===== src/rtl/fpu_pkg.sv =====
// Shared types and constants for the sequential fp32 multiplier.
package fpu_pkg;
  typedef enum logic [2:0] {IDLE, CHECK, MULT, NORM, RND} state_t;

  localparam logic [31:0] FP_QNAN     = 32'h7FC0_0000;
  localparam int          FP_EXP_BIAS = 127;
  localparam logic [7:0]  FP_EXP_MAX  = 8'hFF;

  typedef struct packed {
    logic        sign;
    logic [7:0]  exp;
    logic [22:0] frac;
  } fp32_t;
endpackage


===== src/rtl/fpu_mant_mul_iter.sv =====
// 24x24 shift-add mantissa multiplier, one partial product per cycle.
module fpu_mant_mul_iter #(
  parameter int MANT_STEPS = 24
) (
  input  logic        clk,
  input  logic        rst,
  input  logic        load,
  input  logic [23:0] ma,
  input  logic [23:0] mb,
  output logic [47:0] acc,
  output logic        done
);
  logic [47:0] ma_sh;
  logic [23:0] mb_sh;
  logic [4:0]  cnt;
  logic        run;

  // done marks the cycle whose clock edge adds the last partial product
  assign done = run && (cnt == 5'(MANT_STEPS - 1));

  always_ff @(posedge clk) begin
    if (rst) begin
      ma_sh <= '0;
      mb_sh <= '0;
      acc   <= '0;
      cnt   <= '0;
      run   <= 1'b0;
    end else if (load) begin
      ma_sh <= {24'b0, ma};
      mb_sh <= mb;
      acc   <= '0;
      cnt   <= '0;
      run   <= 1'b1;
    end else if (run) begin
      acc   <= acc + (mb_sh[0] ? ma_sh : 48'b0);
      ma_sh <= ma_sh << 1;
      mb_sh <= mb_sh >> 1;
      cnt   <= cnt + 5'd1;
      if (done)
        run <= 1'b0;
    end
  end
endmodule


===== src/rtl/fpu_fp32_mul_seq.sv =====
// Iterative IEEE-754 single-precision multiplier (FTZ, round-to-nearest-even).
module fpu_fp32_mul_seq
  import fpu_pkg::*;
#(
  parameter int DATA_W     = 32,
  parameter int MANT_STEPS = 24
) (
  input  logic              CLK,
  input  logic              RST,
  input  logic              start,
  input  logic [DATA_W-1:0] OP1,
  input  logic [DATA_W-1:0] OP2,
  output logic              busy,
  output logic [DATA_W-1:0] Result_Fpu,
  output logic              Result_FPU_valid,
  output logic              zero_flag,
  output logic              INF_flag,
  output logic              NAN_flag
);
  state_t state, state_nxt;

  fp32_t              op_a_p0, op_b_p0;
  logic               sign_p1;
  logic signed [9:0]  exp_p1;
  logic [23:0]        mant_p2;
  logic               guard_p2, sticky_p2;

  logic [47:0]        acc;
  logic               mul_done, mul_load;

  logic a_nan, b_nan, a_inf, b_inf, a_zero, b_zero, special;
  logic [24:0]        rnd_sum;
  logic signed [9:0]  exp_rnd;
  logic [22:0]        frac_rnd;

  function automatic logic [24:0] round_rne(input logic [23:0] mant,
                                            input logic guard,
                                            input logic sticky);
    return {1'b0, mant} + 25'(guard & (sticky | mant[0]));
  endfunction

  // Returns {inf, zero, result}; saturates the exponent range to Inf or flushed zero.
  function automatic logic [33:0] pack_result(input logic sign,
                                              input logic signed [9:0] e,
                                              input logic [22:0] frac);
    if (e >= 10'sd255)
      return {1'b1, 1'b0, sign, FP_EXP_MAX, 23'h0};
    else if (e <= 10'sd0)
      return {1'b0, 1'b1, sign, 31'h0};
    else
      return {1'b0, 1'b0, sign, e[7:0], frac};
  endfunction

  always_comb begin
    a_nan   = (op_a_p0.exp == FP_EXP_MAX) && (op_a_p0.frac != 23'h0);
    b_nan   = (op_b_p0.exp == FP_EXP_MAX) && (op_b_p0.frac != 23'h0);
    a_inf   = (op_a_p0.exp == FP_EXP_MAX) && (op_a_p0.frac == 23'h0);
    b_inf   = (op_b_p0.exp == FP_EXP_MAX) && (op_b_p0.frac == 23'h0);
    a_zero  = (op_a_p0.exp == 8'h00);
    b_zero  = (op_b_p0.exp == 8'h00);
    special = a_nan | b_nan | a_inf | b_inf | a_zero | b_zero;
  end

  always_comb begin
    rnd_sum  = round_rne(mant_p2, guard_p2, sticky_p2);
    exp_rnd  = exp_p1 + (rnd_sum[24] ? 10'sd1 : 10'sd0);
    frac_rnd = rnd_sum[24] ? 23'h0 : rnd_sum[22:0];
  end

  fpu_mant_mul_iter #(.MANT_STEPS(MANT_STEPS)) u_mant (
    .clk  (CLK),
    .rst  (RST),
    .load (mul_load),
    .ma   ({1'b1, op_a_p0.frac}),
    .mb   ({1'b1, op_b_p0.frac}),
    .acc  (acc),
    .done (mul_done)
  );

  always_ff @(posedge CLK) begin
    if (RST)
      state <= IDLE;
    else
      state <= state_nxt;
  end

  always_comb begin
    state_nxt = state;
    case (state)
      IDLE:    if (start) state_nxt = CHECK;
      CHECK:   state_nxt = special ? IDLE : MULT;
      MULT:    if (mul_done) state_nxt = NORM;
      NORM:    state_nxt = RND;
      RND:     state_nxt = IDLE;
      default: state_nxt = IDLE;
    endcase
  end

  always_comb begin
    busy     = (state != IDLE);
    mul_load = (state == CHECK) && !special;
  end

  always_ff @(posedge CLK) begin
    if (RST) begin
      op_a_p0          <= '0;
      op_b_p0          <= '0;
      sign_p1          <= 1'b0;
      exp_p1           <= '0;
      mant_p2          <= '0;
      guard_p2         <= 1'b0;
      sticky_p2        <= 1'b0;
      Result_Fpu       <= '0;
      Result_FPU_valid <= 1'b0;
      zero_flag        <= 1'b0;
      INF_flag         <= 1'b0;
      NAN_flag         <= 1'b0;
    end else begin
      case (state)
        IDLE: if (start) begin
          op_a_p0          <= OP1;
          op_b_p0          <= OP2;
          Result_FPU_valid <= 1'b0;
          zero_flag        <= 1'b0;
          INF_flag         <= 1'b0;
          NAN_flag         <= 1'b0;
        end
        // Classify: specials finish here, normal operands seed the exponent
        CHECK: begin
          sign_p1 <= op_a_p0.sign ^ op_b_p0.sign;
          exp_p1  <= $signed({2'b00, op_a_p0.exp}) + $signed({2'b00, op_b_p0.exp})
                     - $signed(10'(FP_EXP_BIAS));
          if (a_nan || b_nan || (a_inf && b_zero) || (b_inf && a_zero)) begin
            Result_Fpu       <= FP_QNAN;
            NAN_flag         <= 1'b1;
            Result_FPU_valid <= 1'b1;
          end else if (a_inf || b_inf) begin
            Result_Fpu       <= {op_a_p0.sign ^ op_b_p0.sign, FP_EXP_MAX, 23'h0};
            INF_flag         <= 1'b1;
            Result_FPU_valid <= 1'b1;
          end else if (a_zero || b_zero) begin
            Result_Fpu       <= {op_a_p0.sign ^ op_b_p0.sign, 31'h0};
            zero_flag        <= 1'b1;
            Result_FPU_valid <= 1'b1;
          end
        end
        // Normalise: product of two [1,2) mantissas lies in [1,4)
        NORM: begin
          if (acc[47]) begin
            mant_p2   <= acc[47:24];
            guard_p2  <= acc[23];
            sticky_p2 <= |acc[22:0];
            exp_p1    <= exp_p1 + 10'sd1;
          end else begin
            mant_p2   <= acc[46:23];
            guard_p2  <= acc[22];
            sticky_p2 <= |acc[21:0];
          end
        end
        // Round and pack
        RND: begin
          {INF_flag, zero_flag, Result_Fpu} <= pack_result(sign_p1, exp_rnd, frac_rnd);
          Result_FPU_valid <= 1'b1;
        end
        default: ;
      endcase
    end
  end
endmodule


===== config.mk =====
export PLATFORM = sky130hd
export DESIGN_NAME = fpu_fp32_mul_seq
export DESIGN_NICKNAME = d
export VERILOG_FILES = /design/src/rtl/fpu_pkg.sv /design/src/rtl/fpu_mant_mul_iter.sv /design/src/rtl/fpu_fp32_mul_seq.sv
export SDC_FILE = /design/constraint.sdc
export NUM_CORES = 1
export LEC_CHECK = 0
export ABC_AREA = 1
export BUFFER_PORTS_ARGS = -buffer_cell sky130_fd_sc_hd__buf_2
export CAP_MARGIN = 20
export CORE_MARGIN = 2
export CORE_UTILIZATION = 40
export CTS_CLUSTER_SIZE = 10
export DETAILED_ROUTE_END_ITERATION = 12
export GPL_TIMING_DRIVEN = 0
export PLACE_DENSITY = 0.58
export SETUP_SLACK_MARGIN = 0.5
export SLEW_MARGIN = 5
export SYNTH_ARGS = -nofsm -noshare
export SYNTH_HDL_FRONTEND = slang
export SYNTH_SLANG_ARGS = --single-unit

===== constraint.sdc =====
create_clock -name CLK -period 4.5 [get_ports CLK]
set_input_delay 0.9 -clock CLK [delete_from_list [all_inputs] [get_ports CLK]]
set_output_delay 0.9 -clock CLK [all_outputs]
set_load 0.02 [all_outputs]

# == Yosys cells after proc, flatten, opt, wreduce, memory -nomap -nowiden ==
# Index checks and enable logic that the tools add are counted.
# op_classes
add_sub_neg,7
mul,0
div_mod_pow,0
magnitude_cmp,2
eq_ne,16
shifts,0
mux,38
bitwise_logic,8
reduce_logical,38
# ops
operator,count
$mux 24,5
$mux 32,3
$pmux 32 s2,1
$add 48x48->48,1
$mux 48,1
$logic_not 23->1,2
$reduce_bool 23->1,2
$mux 34,1
$mux 33,1
$add 24x1->25,1
$mux 23,1
$reduce_or 23->1,1
$reduce_or 22->1,1
$pmux 10 s2,1
$eq 8x8->1 const B,2
$logic_not 8->1,2
$mux 1,15
$pmux 3 s4,1
$add 10x2->10,1
$add 10x2->10 const B,1
$ge 10x9->1 const B,1
$le 10x1->1 const B,1
$mux 10,1
$sub 9x7->10 const B,1
other kinds (27),61
# word_totals
register_bits,266
latch_bits,0
mem_bits_rw,0
romBits,0
input_bits,67
output_inout_bits,37
wordCells,132
n_memories,0

# == Logic depth before layout (Yosys ltp) ==
# Gate-level depths: netlist of run 1.
# depth
ltp_word,10
mapped_depth,28

# == Hierarchy ==
# From an unflattened synthesis of run 1, not the netlist that was laid out.
# hier_totals
hier_cells,2690
area_unflattened_um2,16786.1
# by_module_without_submodules
mod,instances,cells_each,area_each_um2,seq_area_each_um2
fpu_mant_mul_iter,1,1600,9297.7,2522.4
fpu_fp32_mul_seq,1,1090,7488.4,2802.7

# == Least setup slack after synthesis of run 1 ==
# OpenSTA, ideal clock, no wires.
# synth_path
kind,flip-flop to flip-flop
startpoint,reg mant_p2[0]
endpoint,reg Result_Fpu[22]
arrival_ns,3.365
setup_slack_ns,1.018
path_stages_with_launch,26
path_buffers,1
synth_period_minus_slack_ns,3.482
cell_sequence,dfxtp_1 -> o21a_1 -> ha_1 -> ha_1 -> nand2_1 -> nor3_4 -> nand2_1 -> inv_1 -> nand3_1 -> nor2_1 -> nand4_1 -> nor4_1 -> ha_1 -> ha_1 -> or2_2 -> nor2_1 -> nand3_1 -> nor2_1 -> nand2_2 -> nand2_2 -> nor2_4 -> buf_6 -> nand2_2 -> nor2_1 -> nor2_1 -> nor2_1
# synth_between
elab_chain_len,9
elab_cells_between_ends,11
# synth_lines
item,line_no,rtl
start: declaration,fpu_fp32_mul_seq.sv:25,logic [23:0] mant_p2;
start signal: assignment,fpu_fp32_mul_seq.sv:150,mant_p2 <= acc[47:24];
start signal: assignment,fpu_fp32_mul_seq.sv:155,mant_p2 <= acc[46:23];
$or 1x1->1,fpu_fp32_mul_seq.sv:39,"return {1'b0, mant} + 25'(guard & (sticky | mant[0]));"
$and 1x1->1,fpu_fp32_mul_seq.sv:39,
$add 24x1->25 *,fpu_fp32_mul_seq.sv:39,
$mux 1,fpu_fp32_mul_seq.sv:66,exp_rnd = exp_p1 + (rnd_sum[24] ? 10'sd1 : 10'sd0);
$add 10x2->10,fpu_fp32_mul_seq.sv:66,
$le 10x1->1,fpu_fp32_mul_seq.sv:48,else if (e <= 10'sd0)
$mux 33,fpu_fp32_mul_seq.sv:48,
$mux 34 *,fpu_fp32_mul_seq.sv:46,if (e >= 10'sd255)
$pmux 32 s2 *,fpu_fp32_mul_seq.sv:119,case (state)
end signal: assignment,fpu_fp32_mul_seq.sv:138,"Result_Fpu <= {op_a_p0.sign ^ op_b_p0.sign, FP_EXP_MAX, 23'h0};"
end signal: assignment,fpu_fp32_mul_seq.sv:142,"Result_Fpu <= {op_a_p0.sign ^ op_b_p0.sign, 31'h0};"
end signal: assignment,fpu_fp32_mul_seq.sv:162,"{INF_flag, zero_flag, Result_Fpu} <= pack_result(sign_p1, exp_rnd, frac_rnd);"
end: declaration,fpu_fp32_mul_seq.sv:14,"output logic [DATA_W-1:0] Result_Fpu,"
# Mark *: on every way between the ends. The rest lies on a longest branch, timed or not.
# A chain may end at the register's enable or synchronous reset.

# == Worst setup path in the final report of run 1 ==
# layout_path
startpoint,reg mant_p2[0]
endpoint,reg Result_Fpu[4]
# Same word-level chain as after synthesis.

==> results.ini, run 1 <==
[run_status]
status=finished clean

[worst_hold_path]
hp-class=reg -> reg

[pwr]
power_mw=7.97
pwr-share-comb_pct=29.5
p_per_area_nw_per_um2=433
intPower_mw=5.05
power.share.sequential_pct=38.6
p_leak_nw=8.49
clock_power_share_pct=31.9
sw_frac_of_total_pct=36.6
vdd_drop_max_mv=0.237
net-switching-power_mw=2.92

[run]
timing.max_cap.violations=0

[place]
portBuffers=103
dp_hpwl_mm=41.0
place_congestion=0.923

[global_route]
grtUsageTotal_pct=24.8
grt_max_degree=11
grt_overflow=0
grt_pass1_wl_mm=81.3
grt_antenna_before_repair=0
grt_pass1_vias=15231

[cells_and_area]
layout.nets=2743
nFillCells=4255
diodes=0
drive_gt1_share_pct=9.78
area_growth_pct=14.5

[timing]
post-route-period-util_pct=83.2
slew_violations=0
worstMarginPinSlew_ps=928
period_needed_ps=3740
setup_viol=0
finalSetupTns_ps=0
skew_ps=20.8
grt_setup_unrepaired=no
slew_headroom_pct=38.2
hold_violations=0
timing.fmax_ghz=0.267

[critical_path]
crit_type=reg -> reg
crit_path_max_fanout=10
start_kind=flop
required_ps=4930
worstPathArrival_ps=4170
end_kind=flop

[yosys]
yosysMostFrequentCell=nand2_1
synth_area_um2=16100
seq_area_frac_synth_pct=33.1
synthCells=2460
syn_area_per_cell_um2=6.54
synth_seq_cells=266
yosys_warnings=0
ys_async_sr_fraction_pct=0
synth.top_cell.area_share_pct=33.1
ys_types=48
synth.net_count=2597
synth-edff-count=0
synth_area_leaders=dfxtp_1, nand2_1, a21oi_1, inv_1, nor2_1
synthTopCellsByCount=nand2_1, inv_1, a21oi_1, dfxtp_1, nor2_1
yosys.area.top_type=dfxtp_1
synth_flop_cell=dfxtp_1

[detailed_routing]
wl_per_cell_um=16.4
drt_wl_total_mm=51.6
dr.pass1.iters=6
via_per_inst=5.13
drc=0
vias=16131
drt_iter0_drc=1090
detail-route-antenna-nets=0

[clock_network]
cts.sinks=266
cts_max_level=2
clockBufferDepth=3
cts_tree=yes
clk-insertion-delay-late_ps=540
clockRootBuffer=clkbuf_16
path_clk_slew_ps=50
numCtsBuffers=34

[die]
die_area_um2=41800
coreArea_um2=39700
start_util_pct=40.5
fp.dieH_um=205
placementRows=73
die_w_um=205
io_pins=104

==> critical path, stage by stage, from the launching register on <==
cell,delay [ps]
dfxtp_4,340
o21a_1,160
ha_4,160
ha_4,140
nand2_4,60
nor3_4,190
nand2_1,110
inv_2,90
nand3_4,80
nor2_4,140
nand4_1,210
nor4_2,300
ha_2,260
ha_4,210
or2_2,280
nor2_2,80
nand3_1,70
nor2_1,130
nand2_2,100
nand2_4,100
nor2_4,40
buf_6,140
nand2_2,60
nor2_1,40
nor2_1,100
nor2_1,40
==> repair_timing <==
| action | CTS | global route |
|---|---|---|
| setup endpoints to repair | 33 | 33 |
| hold endpoints to repair | 0 | 0 |
| setup buffers | 1 | 6 |
| gates resized for setup | 3 | 24 |
| pin swaps | 1 | 12 |
| hold buffers | 0 | 0 |
==> worst paths after layout <==
| kind | startpoint | endpoint | slack [ps] | depth (start not counted) |
|---|---|---|---|---|
| worst max-delay path | mant_p2[0] | Result_Fpu[4] | 760 | 25 |
| worst min-delay path | Result_FPU_valid | Result_FPU_valid | 460 | 2 |
| worst max register to register | mant_p2[0] | Result_Fpu[4] | 760 | 25 |
| worst min register to register | Result_FPU_valid | Result_FPU_valid | 460 | 2 |
==> registers in the layout, summed over array words and instances, names as in the netlist, 3 cells and up <==
register,flops
u_mant.acc,48
mant_p2,24
Result_Fpu,32
u_mant.mb_sh,24
op_b_p0,32
u_mant.ma_sh,48
u_mant.cnt,5
op_a_p0,32
exp_p1,10
state,3
==> per-layer routing <==
| metal | part of all wire, % | global-route usage, % |
|---|---|---|
| met5 | 0 | 0 |
| met4 | 1.8 | 5.80 |
| met3 | 4.5 | 3.05 |
| met2 | 46 | 41.5 |
| met1 | 48 | 33.9 |
==> kinds of logic after synthesis <==
group / share of synthesized area, %
adders and majority gates: 5.54
xor gates and xnor gates: 2.67
AOI/OAI and AO/OA: 18.8
DFF: 33.1
muxes: 1.37
and+or+nand+nor: 27.5
buffers and inverters: 10.9
==> area by class of cell <==
cell class                      count  area (µm²)  share of cell area, %
Clock inverter                      5        53.8                  0.292
Inverter                          339        1270                   6.91
Buffer                            103         488                   2.65
Multi-Input combinational cell   1752        9110                   49.5
Tap cell                          525         657                   3.57
Sequential cell                   266        5330                   28.9
Clock buffer                       43         936                   5.08
Timing Repair Buffer              110         568                   3.08
==> cell usage in the layout (no fill, tap or decap), drive strengths merged <==
cell type,synthesis,routed
a2111oi,1,1
a211oi,28,28
a21boi,1,1
a21o,2,2
a21oi,305,305
a221oi,3,3
a31oi,3,3
a41oi,1,1
and2,4,4
and3,2,2
buf,38,148
bufinv,0,1
clkbuf,65,108
clkinv,4,7
dfxtp,266,266
fa,2,2
ha,68,68
inv,335,336
mux2i,22,22
nand2,591,591
nand3,106,106
nand3b,10,10
nand4,40,40
nor2,267,267
nor2b,1,1
nor3,22,22
nor3b,1,1
nor4,7,7
o21a,3,3
o21ai,190,190
o21bai,12,12
o22ai,3,3
or2,8,8
xnor2,20,20
xor2,29,29
==> power groups by stage <==
stage	sequential (mW)	combinational (mW)	clock, mW
after floorplan	3.04	1.64	0
after global placement	3.11	2.28	0
after detailed placement	3.12	2.31	0
after CTS	3.07	2.33	2.59
after global routing	3.13	2.64	2.68
final	3.08	2.35	2.54
==> per-stage QoR <==
stage               std cells  setup slack [ps]  area, µm²  hold slack (ps)  utilization, %
floorplan                2460              1020      16100              434               -
global placement         3088               344      17300              449            43.4
detailed placement       3088               323      17300              452            43.4
CTS                      3137               525      18300              461            46.0
global route             3143               486      18400              477            46.4
finish                   3143               758      18400              459            46.4
(Power assumes the default switching activity.)
==> run 2: changes to the inputs <==
- clock period: 4.5 -> 3.9 ns (I/O delays scaled with it)
==> run 2 against run 1 <==
  * Wire length increased by 0.81%
  * Worst hold slack got worse by 0.58 ps
  * Count of clock-buffer cells in the layout decreased by 3
  * Critical path depth increased by 1
  * Non-clock buffer count increased by 31
  * Clock power increased by 14%
  * Via count increased by 1.1%
==> results.ini, run 2 (synthesis gave the netlist of run 1 again) <==
[run_status]
status=finished clean

[detailed_routing]
detail-route-antenna-nets=0
drt-met1-wl_mm=24.2
vias=16309
wl_per_cell_um=16.4
drc=0
drt_wl_total_mm=52.0
drt_iter0_drc=1133
met2_length_mm=23.5
via_per_inst=5.14
highest_layer=met4
met3WireLength_mm=2.66
dr.pass1.iters=5

[clock_network]
numCtsBuffers=34
clockRootBuffer=clkbuf_16
cts_max_level=2
clockBufferDepth=3
path_clk_slew_ps=60
cts.sinks=266
holdBufCountCts=0
clk-insertion-delay-late_ps=530
cts_tree=yes

[die]
placementRows=73
coreArea_um2=39700
io_pins=104
fp.dieH_um=205
start_util_pct=40.5
die_area_um2=41800
die_w_um=205

[worst_hold_path]
hold_end=Result_Fpu[18]
min_from=Result_Fpu[18]
whs_path_depth=2
hp-class=reg -> reg

[timing]
hold_violations=0
worstMarginPinSlew_ps=912
timing.fmax_ghz=0.275
post-route-period-util_pct=93.2
grt_setup_unrepaired=yes
slew_violations=0
period_needed_ps=3640
setup_viol=0
skew_ps=17.1
slew_headroom_pct=39.2
worst_slack_ps=264

[place]
dp_hpwl_mm=41.0
place_congestion=0.937
place_worst_setup_slack_ps=-53.0
portBuffers=103

[pwr]
power_mw=9.21
p_per_area_nw_per_um2=491
p_leak_nw=8.65
vdd_drop_max_mv=0.266

[cells_and_area]
diodes=0
reg.largest.list=u_mant.acc (48), u_mant.ma_sh (48)
layout.cells.most_common_list=nand2_1, inv_1, a21oi_1
drive_gt1_share_pct=11.7
nFillCells=4207
layout_commonest_cell=nand2_1
layout.nets=2774
area_growth_pct=16.7

[critical_path]
reg2reg_depth=26
reg2reg_slack_ps=260
r2r-start=mant_p2[0]
crit_type=reg -> reg
start_kind=flop
worstPathArrival_ps=4080
required_ps=4340
crit_path_max_fanout=2
end_kind=flop
rr_endpoint=Result_Fpu[14]

[global_route]
grtUsageTotal_pct=25.0
grt_pass1_wl_mm=82.5
grt_pass1_vias=15486
grt_max_degree=11
grt_overflow=0
grt_antenna_before_repair=0

[run]
timing.max_cap.violations=0

==> run 2: worst max path at each step <==
stage	from	endpoint	cells after the start	slack, ps
floorplan	mant_p2[0]	Result_Fpu[22]	25	510
global placement	mant_p2[0]	Result_Fpu[22]	25	-40
detailed placement	mant_p2[0]	Result_Fpu[22]	25	-50
CTS	mant_p2[0]	Result_Fpu[7]	24	390
global route	mant_p2[0]	Result_Fpu[7]	25	-10
finish	mant_p2[0]	Result_Fpu[14]	26	260
==> run 2: stage by stage <==
stage               std cells  hold slack [ps]  instance area, µm²  util (%)  TNS (ps)
detailed placement       3088              452               17300      43.6      -380
finish                   3173              459               18800      47.2         0
CTS                      3165              461               18600      46.8         0
global placement         3088              451               17300      43.6      -256
global route             3173              480               18800      47.2     -10.6
floorplan                2460              434               16100         -         0
==> run 2: cell type report <==
class	count	area [µm²]	area share, %
Tap cell	525	657	3.50
Timing Repair Buffer	141	808	4.31
Clock buffer	40	903	4.81
Multi-Input combinational cell	1752	9220	49.1
Clock inverter	7	81.3	0.433
Sequential cell	266	5330	28.4
Buffer	103	498	2.65
Inverter	339	1270	6.78
==> run 2: worst max-delay path: stages (launching register included) <==
cell and delay (ps):
dfxtp_2 330, o21a_1 180, ha_4 150, ha_4 130
nand2_4 60, nor3_4 220, nand2_2 90, inv_2 90
nand3_4 80, buf_4 160, buf_4 120, buf_4 120
buf_4 120, buf_4 120, buf_4 120, buf_4 120
buf_4 120, buf_4 120, buf_4 120, buf_4 120
buf_4 120, buf_4 120, buf_4 120, buf_4 140
o21bai_1 140, nand4_1 120, a21oi_1 120
==> run 2: report_power, final <==
group	switching, mW	internal, mW
registers	0.395	3.16
clock network	1.19	1.70
logic	1.80	0.960
==> run 2: layer usage <==
| layer | vias to the layer above | track usage [%] |
|---|---|---|
| met5 | - | 0 |
| met4 | 0 | 7.87 |
| met3 | 94 | 3.40 |
| met2 | 429 | 41.0 |
| met1 | 7484 | 33.9 |
| li1 | 8302 | - |
==> run 2: repair_timing <==
item,in CTS,in global routing
gates resized for setup,20,30
setup endpoints to repair,34,53
hold endpoints to repair,0,0
pin swaps,22,8
setup buffers,29,8
cloned,1,0
==> run 3: changes to the inputs <==
- clock period: 3.9 -> 3.5 ns (I/O delays scaled with it)
==> run 3 against run 2 <==
  * The flow now finishes with violations (setup timing)
  * Combinational power increased by 14%
  * First-iteration DRC count decreased by 10%
  * Final cell count increased by 0.57%
  * Sequential power increased by 12%
  * Register-to-register slack got worse by 500 ps
  * Total power increased by 15%
  * Utilization increased by 0.82 points
  * Flip-flop and latch count unchanged
  * Critical path depth decreased by 1
  * Final area increased by 1.7%
  * Via count increased by 0.12%
  * Sequential share of layout area decreased by 0.48 points
==> results.ini, run 3 (synthesis gave the netlist of run 1 again) <==
[run_status]
status=finished with violations
violations=setup timing

[worst_hold_path]
whs_path_depth=3
hp-class=in -> reg

[timing]
period_needed_ps=3740
setup_viol=33
grt_setup_unrepaired=yes
slew_headroom_pct=35.7
timing.fmax_ghz=0.267
slew_violations=0
skew_ps=19.3
post-route-period-util_pct=107
worst_slack_ps=-241
hold_violations=0
finalSetupTns_ps=-5080
whs_ps=442
worstMarginPinSlew_ps=964

[global_route]
grt_pass1_wl_mm=83.3
grt_pass1_vias=15577
grt_overflow=0
grt_antenna_before_repair=1
grt_max_degree=11
grtUsageTotal_pct=25.2

[detailed_routing]
detail-route-antenna-nets=0
drt_iter0_drc=1016
drc=0
via_per_inst=5.12
dr.pass1.iters=5
drt_wl_total_mm=53.1
vias=16328
wl_per_cell_um=16.6

[critical_path]
crit_path_max_fanout=4
end_kind=flop
required_ps=3950
worstPathArrival_ps=4190
reg2reg_depth=25
start_kind=flop
crit_type=reg -> reg

[cells_and_area]
drive_gt1_share_pct=13.5
diodes=0
area_growth_pct=18.7
reg.largest.list=u_mant.acc (48), u_mant.ma_sh (48)
nFillCells=4166
multi_input_area_um2=9350
layout.nets=2787
layout_commonest_cell=nand2_1
regArea_um2=5330
layout.cells.most_common_list=nand2_1, inv_1, a21oi_1
stdcell_count=3191

[die]
die_area_um2=41800
io_pins=104
fp.dieH_um=205
placementRows=73
start_util_pct=40.5
coreArea_um2=39700
die_w_um=205

[pwr]
vdd_drop_max_mv=0.404
clock_power_share_pct=32.8
net-switching-power_mw=3.90
p_leak_nw=8.80
intPower_mw=6.68
pwr-share-comb_pct=29.7
p_per_area_nw_per_um2=554
sw_frac_of_total_pct=36.9
power.share.sequential_pct=37.5

[clock_network]
path_clk_slew_ps=60
clockRootBuffer=clkbuf_16
holdBufCountCts=0
numCtsBuffers=35
cts_max_level=2
clk-insertion-delay-late_ps=540
cts_tree=yes
cts.sinks=266
clockBufferDepth=3

[run]
timing.max_cap.violations=0

[place]
portBuffers=103
placedCellCount=3088
place_worst_setup_slack_ps=-454
dp_hpwl_mm=41.1
place_congestion=0.939

[run 3: worst max-delay path, cell delays in order (launching register included)]
cell and delay (ps):
dfxtp_2 320, o21a_1 180, ha_4 160, ha_4 130
nand2_4 60, nor3_4 190, nand2_2 90, inv_2 90
nand3_4 80, nor2_4 140, nand4_1 180, nor4_2 340
ha_2 250, ha_4 160, nand3_4 110, o21ai_2 170
nand2_1 80, nand2_1 80, nor2_1 50, nand2_2 80
nand2_4 70, nor2_4 180, buf_6 150, buf_12 100
nand3_2 60, a21oi_2 140
[run 3: path summary, 6_finish.rpt]
kind	from	end	slack, ps
worst max-delay path	sticky_p2	Result_Fpu[7]	-240
worst min-delay path	OP1[0]	op_a_p0[0]	440
worst max register to register	sticky_p2	Result_Fpu[7]	-240
worst min register to register	Result_Fpu[6]	Result_Fpu[6]	460
[run 3: cell type report]
type,instances,area share (%)
multi-input cells,1752,48.9
flip-flops and latches,266,27.9
inverters,339,6.66
clock buffers,45,4.94
repair buffers,153,4.73
well taps,525,3.44
plain buffers,103,2.70
clock inverters,8,0.688
[run 3: repair_timing]
action	CTS	global route
gates cloned	2	0
endpoints found under the hold margin	0	0
buffers inserted	33	15
resized for setup	31	57
setup endpoints to repair	61	50
pin swaps	21	28
[run 3: stage by stage]
| step | power, mW | instance area, µm² | util [%] |
|---|---|---|---|
| global route | 11.2 | 19100 | 48.1 |
| CTS | 10.6 | 18800 | 47.2 |
| floorplan | 6.04 | 16200 | - |
| detailed placement | 7.01 | 17300 | 43.6 |
| global placement | 6.96 | 17300 | 43.6 |
| finish | 10.6 | 19100 | 48.1 |
[run 3: routing by layer]
layer	vias up	GRT usage (%)	part of all wire, %
li1	8343	-	-
met1	7529	34.4	47
met2	394	42.6	46
met3	62	2.97	5.0
met4	0	5.49	1.8
met5	-	0	0
[run 3: power by group through the flow]
stage | logic (mW) | registers, mW | clock network [mW]
after CTS | 3.06 | 3.97 | 3.52
after floorplan | 2.12 | 3.92 | 0
after detailed placement | 2.99 | 4.02 | 0
after global placement | 2.95 | 4.00 | 0
final | 3.14 | 3.97 | 3.47
after global routing | 3.51 | 4.03 | 3.64
